[config.mk]
export PLATFORM = sky130hd
export DESIGN_NAME = alu_ctrl_pipe
export DESIGN_NICKNAME = d
export VERILOG_FILES = /design/src/rtl/alu_ctrl_pipe.sv
export SDC_FILE = /design/constraint.sdc
export NUM_CORES = 1
export LEC_CHECK = 0
export CORE_MARGIN = 2
export CORE_UTILIZATION = 44
export DETAILED_ROUTE_END_ITERATION = 12
export PLACE_DENSITY = 0.87
export RECOVER_POWER = 100
export SLEW_MARGIN = 20
export SYNTH_ARGS = -nofsm -noshare
export SYNTH_HDL_FRONTEND = slang
export SYNTH_SLANG_ARGS = --single-unit
[constraint.sdc]
create_clock -name clk -period 2.75 [get_ports clk]
set_input_delay 0.825 -clock clk [delete_from_list [all_inputs] [get_ports clk]]
set_output_delay 0.825 -clock clk [all_outputs]
set_load 0.02 [all_outputs]
[src/rtl/alu_ctrl_pipe.sv]
// Registered ALU function decoder with NZCV flag register and condition gating.
// Optional commit/squash counters are enabled by defining ALU_CTRL_PIPE_STATS_EN.
module alu_ctrl_pipe #(
  parameter int         FUNCT_W     = 6,
  parameter int         ALUCTRL_W   = 2,
  parameter logic [3:0] RESET_FLAGS = 4'b0000
) (
  input  logic                 clk,
  input  logic                 rst_n,
  input  logic                 in_valid,
  output logic                 in_ready,
  input  logic                 ALUOp,
  input  logic [FUNCT_W-1:0]   Funct,
  input  logic [3:0]           Cond,
  output logic                 out_valid,
  input  logic                 out_ready,
  input  logic [3:0]           ALUFlags,
  output logic [ALUCTRL_W-1:0] ALUControl,
  output logic [1:0]           FlagW,
  output logic                 NoWrite,
  output logic                 RegWEn,
  output logic                 CondEx,
  output logic                 IllegalOp,
  output logic [3:0]           Flags
`ifdef ALU_CTRL_PIPE_STATS_EN
  ,
  output logic [15:0]          CommitCount,
  output logic [15:0]          SquashCount
`endif
);

  logic [3:0]           cmd;
  logic                 s_bit;
  logic                 unused_funct;
  logic [ALUCTRL_W-1:0] dec_ctrl;
  logic [1:0]           dec_fw;
  logic                 dec_nw;
  logic                 dec_ill;
  logic [1:0]           fw_raw;
  logic [3:0]           cond_q;
  logic                 cond_pass;
  logic                 load;
  logic                 accept;

  assign cmd          = Funct[4:1];
  assign s_bit        = Funct[0];
  assign unused_funct = ^(Funct >> 5);

  always_comb begin
    dec_ctrl = '0;
    dec_fw   = 2'b00;
    dec_nw   = 1'b0;
    dec_ill  = 1'b0;
    if (ALUOp) begin
      unique case (1'b1)
        cmd == 4'b0100: begin
          dec_fw = {2{s_bit}};
        end
        cmd == 4'b0010: begin
          dec_ctrl = ALUCTRL_W'(2'b01);
          dec_fw   = {2{s_bit}};
        end
        cmd == 4'b0000: begin
          dec_ctrl = ALUCTRL_W'(2'b10);
          dec_fw   = {s_bit, 1'b0};
        end
        cmd == 4'b1100: begin
          dec_ctrl = ALUCTRL_W'(2'b11);
          dec_fw   = {s_bit, 1'b0};
        end
        cmd == 4'b1010: begin
          dec_ctrl = ALUCTRL_W'(2'b01);
          dec_fw   = 2'b11;
          dec_nw   = 1'b1;
        end
        cmd == 4'b1000: begin
          dec_ctrl = ALUCTRL_W'(2'b10);
          dec_fw   = 2'b10;
          dec_nw   = 1'b1;
        end
        default: begin
          dec_nw  = 1'b1;
          dec_ill = 1'b1;
        end
      endcase
    end
  end

  // Flags = {N,Z,C,V}
  always_comb begin
    cond_pass = 1'b0;
    case (cond_q)
      4'h0: cond_pass = Flags[2];
      4'h1: cond_pass = ~Flags[2];
      4'h2: cond_pass = Flags[1];
      4'h3: cond_pass = ~Flags[1];
      4'h4: cond_pass = Flags[3];
      4'h5: cond_pass = ~Flags[3];
      4'h6: cond_pass = Flags[0];
      4'h7: cond_pass = ~Flags[0];
      4'h8: cond_pass = Flags[1] & ~Flags[2];
      4'h9: cond_pass = ~Flags[1] | Flags[2];
      4'hA: cond_pass = Flags[3] == Flags[0];
      4'hB: cond_pass = Flags[3] != Flags[0];
      4'hC: cond_pass = ~Flags[2] & (Flags[3] == Flags[0]);
      4'hD: cond_pass = Flags[2] | (Flags[3] != Flags[0]);
      4'hE: cond_pass = 1'b1;
      default: cond_pass = 1'b0;
    endcase
  end

  assign CondEx   = out_valid & cond_pass;
  assign FlagW    = fw_raw & {2{CondEx}};
  assign RegWEn   = ~NoWrite & CondEx & ~IllegalOp;
  assign in_ready = ~out_valid | out_ready;
  assign load     = in_valid & in_ready;
  assign accept   = out_valid & out_ready;

  always_ff @(posedge clk or negedge rst_n) begin
    if (!rst_n) begin
      out_valid  <= 1'b0;
      ALUControl <= '0;
      fw_raw     <= 2'b00;
      NoWrite    <= 1'b0;
      IllegalOp  <= 1'b0;
      cond_q     <= 4'h0;
      Flags      <= RESET_FLAGS;
    end else begin
      if (load) begin
        out_valid  <= 1'b1;
        ALUControl <= dec_ctrl;
        fw_raw     <= dec_fw;
        NoWrite    <= dec_nw;
        IllegalOp  <= dec_ill;
        cond_q     <= Cond;
      end else if (out_ready) begin
        out_valid <= 1'b0;
      end
      if (accept && FlagW[1]) Flags[3:2] <= ALUFlags[3:2];
      if (accept && FlagW[0]) Flags[1:0] <= ALUFlags[1:0];
    end
  end

`ifdef ALU_CTRL_PIPE_STATS_EN
  always_ff @(posedge clk or negedge rst_n) begin
    if (!rst_n) begin
      CommitCount <= 16'h0;
      SquashCount <= 16'h0;
    end else if (accept) begin
      if (CondEx && CommitCount != 16'hFFFF)
        CommitCount <= CommitCount + 16'h1;
      if (!CondEx && SquashCount != 16'hFFFF)
        SquashCount <= SquashCount + 16'h1;
    end
  end
`endif

endmodule
==> flow_metrics.py <==
metrics = {
    "outcome": {
        "status": "finished, violations left",
        "violations": "negative setup slack",
    },
    "place": {
        "dpl.hpwl_mm": 1.82,
        "numPortBuffers": 31,
        "dp.cells": 161,
        "placed_area_sq_um": 1390,
        "gp_congestion": 0.862,
    },
    "detailed_routing": {
        "drt_iter0_markers": 15,
        "dr.pass1.iters": 4,
        "drc_errors": 0,
        "drt-vias-per-instance": 5.49,
        "vias": 928,
        "antenna_left": 0,
        "drt_wl_total_mm": 2.57,
        "wire_per_inst_um": 15.2,
    },
    "timing": {
        "max_clock_freq_mhz": 352,
        "hold_viol": 0,
        "relSlewSlack": 0.544,
        "timing.final.ws_setup_ns": -0.0924,
        "rsz0062_at_grt": "true",
        "fin_crit_sh": 1.03,
        "clock_skew_ns": 0.00582,
        "worst_slew_pin_slew_ns": 0.681,
        "finalCriticalPeriod_ns": 2.84,
        "setup_violations": 4,
        "fin_tns_setup_ns": -0.295,
        "maxSlewViolCount": 0,
    },
    "pwr": {
        "swShare": 0.374,
        "max-vdd-ir-drop_v": 0.000378,
        "p_sw_uw": 359,
        "seqPwrFrac": 0.335,
        "combPwrFrac": 0.535,
        "power_uw": 960,
        "powerDensity_nw_per_um2": 635,
        "leakage_nw": 0.661,
        "clkPwrFrac": 0.130,
        "power.internal_uw": 601,
    },
    "critical_path": {
        "start_kind": "flip-flop",
        "crit_family": "simple AND/OR/NAND/NOR gates",
        "cp.depth": 6,
        "crit_buf_inv": 1,
        "r2r_cells": 6,
        "slowest_delay_ns": 0.51,
        "arrival_ns": 2.02,
        "cp_data_required_time_ns": 1.93,
        "cp-end-kind": "output port",
        "cp_max_fo": 4,
        "crit_slowest_cell": "or4b_4",
        "critPathKind": "reg -> out",
        "crit_chain": "nand2b_4 -> or4b_4 -> o311a_4 -> a31oi_4 -> nor3b_4 -> buf_6",
    },
    "cells_and_area": {
        "instances_no_fill": 169,
        "syn_to_final_growth_pct": 57.7,
        "layout-drive-gt1-share": 0.338,
        "fin_nets": 162,
        "antenna_cells": 0,
        "final_cell_mix": "clkdlybuf4s50_1 (22), buf_4 (16), dfrtp_1 (14)",
        "layout_commonest_cell": "clkdlybuf4s50_1",
        "fillerInstances": 146,
        "final_area_sq_um": 1510,
    },
    "die": {
        "rows": 16,
        "dieWidth_um": 50.7,
        "boundaryPins": 33,
        "start_util": 0.479,
        "core_area_sq_um": 2000,
        "die_area_sq_um": 2570,
        "die_h_um": 50.7,
    },
    "clock_network": {
        "ctsLongestPathBuffers": 2,
        "cts.reportedPaths.clkPinSlew_ns": 0.08,
        "clk_latency_ns": 0.28,
        "holdBufCountCts": 0,
        "htreeDepth": 1,
        "cts_buffers": 3,
        "cts_num_sinks": 15,
        "tritoncts": "done",
        "clock_tree.root_cell": "clkbuf_4",
    },
    "logic_synthesis": {
        "yosys-top-cells-area": "dfrtp_1 (39%), mux2_1 (4.7%), mux2_2 (4.7%), nand2_1 (3.9%), buf_6 (3.5%)",
        "synth_flop_cell": "dfrtp_1",
        "synth_area_sq_um": 958,
        "synthSimpleGateAreaFrac": 0.222,
        "synth-seq-cells": 15,
        "synth_top_area_cell": "dfrtp_1",
        "synthXorXnorAreaFrac": 0.0183,
        "synth-warning-count": 0,
        "synthMuxAreaShare": 0.115,
        "synth_seq_area_share": 0.392,
        "synth_fa_ha_area_frac": 0,
        "syn_nets": 111,
        "ys_types": 37,
        "synth_top_area_frac": 0.392,
        "syn_inst": 92,
        "synth.avg_cell_area_sq_um": 10.4,
        "async_flop_share": 1.00,
        "synth-compound-area-share": 0.195,
        "synth_edf_count": 0,
        "synth_top_family_by_area": "simple AND/OR/NAND/NOR gates",
    },
    "global_routing": {
        "grt_usage": 0.216,
        "grt_pass1_wl_mm": 4.20,
        "grt_start_max_net_pins": 16,
        "antenna_found_initial": 0,
        "grt_pass1_vias": 967,
        "gr-total-overflow": 0,
    },
    "hold_path": {
        "holdCritPathClass": "reg -> reg",
        "holdPathStages": 1,
    },
    "flow_run": {
        "maxCapViolCount": 0,
    },
}
==> kinds of logic after synthesis <==
| group | Yosys count |
|---|---|
| and+or+nand+nor | 33 |
| AOI/OAI and AO/OA | 24 |
| muxes | 10 |
| DFF | 15 |
| buffers and inverters | 8 |
| xor gates and xnor gates | 2 |
==> repair_timing <==
action	CTS	global route
gates cloned	0	0
resized for setup	31	9
setup endpoints to repair	5	4
pin swaps	8	5
setup buffers	2	2
==> power groups by stage <==
| stage | clock [mW] | combinational, mW | sequential [mW] |
|---|---|---|---|
| 2_1_floorplan | 0 | 0.225 | 0.340 |
| 3_3_place_gp | 0 | 0.437 | 0.314 |
| 3_5_place_dp | 0 | 0.449 | 0.318 |
| 4_1_cts | 0.130 | 0.480 | 0.316 |
| 5_1_grt | 0.142 | 0.546 | 0.329 |
| 6_report | 0.125 | 0.514 | 0.322 |
==> stage by stage <==
| step | utilization | hold WS, ns | setup WS (ns) |
|---|---|---|---|
| 2_1_floorplan | - | 0.459 | 0.0153 |
| 3_3_place_gp | 0.696 | 0.486 | -0.290 |
| 3_5_place_dp | 0.696 | 0.486 | -0.301 |
| 4_1_cts | 0.731 | 0.522 | -0.115 |
| 5_1_grt | 0.755 | 0.552 | -0.187 |
| 6_report | 0.755 | 0.515 | -0.0924 |
==> routing by layer <==
layer,global-route usage,vias up,part of all wire
met5,0,-,0
met4,0.0541,0,0.0039
met3,0.0327,2,0.047
met2,0.434,35,0.56
met1,0.230,453,0.39
li1,-,438,-
==> path summary, 6_finish.rpt <==
check / start / to / slack [ns]
worst max-delay path: cond_q[3] / RegWEn / -0.09
worst min-delay path: ALUControl[1] / ALUControl[1] / 0.51
worst max register to register: cond_q[3] / Flags[2] / 0.63
worst min register to register: ALUControl[1] / ALUControl[1] / 0.51
max in group asynchronous: rst_n / cond_q[1] / 1.26
min in group asynchronous: rst_n / IllegalOp / 1.02
==> state kept, by name (all words and copies together) (netlist names) <==
register and cells:
NoWrite 1, cond_q 4, Flags 4, out_valid 1, ALUControl 2, IllegalOp 1, fw_raw 2
==> Yosys cell counts (2+ instances only) <==
cell type  number
a21oi_1         5
a22o_1          3
a31oi_1         2
and2_1          2
and3b_2         3
buf_6           3
dfrtp_1        15
inv_1           3
mux2_1          4
mux2_2          4
mux2i_1         2
nand2_1        10
nand2b_1        4
nand3_1         2
nand3b_1        2
nor4b_1         2
o21ai_0         4
or3b_1          2
xor2_1          2
==> cell type report <==
| class | instances | area, sq um | share of cell area |
|---|---|---|---|
| clock buffer | 4 | 26.3 | 0.0174 |
| inverter | 3 | 11.3 | 0.00745 |
| multi-input combinational | 69 | 596 | 0.394 |
| sequential | 15 | 377 | 0.249 |
| tap | 27 | 33.8 | 0.0224 |
| timing repair buffer | 51 | 468 | 0.310 |
Note: power is estimated with default switching activity, not from simulation.
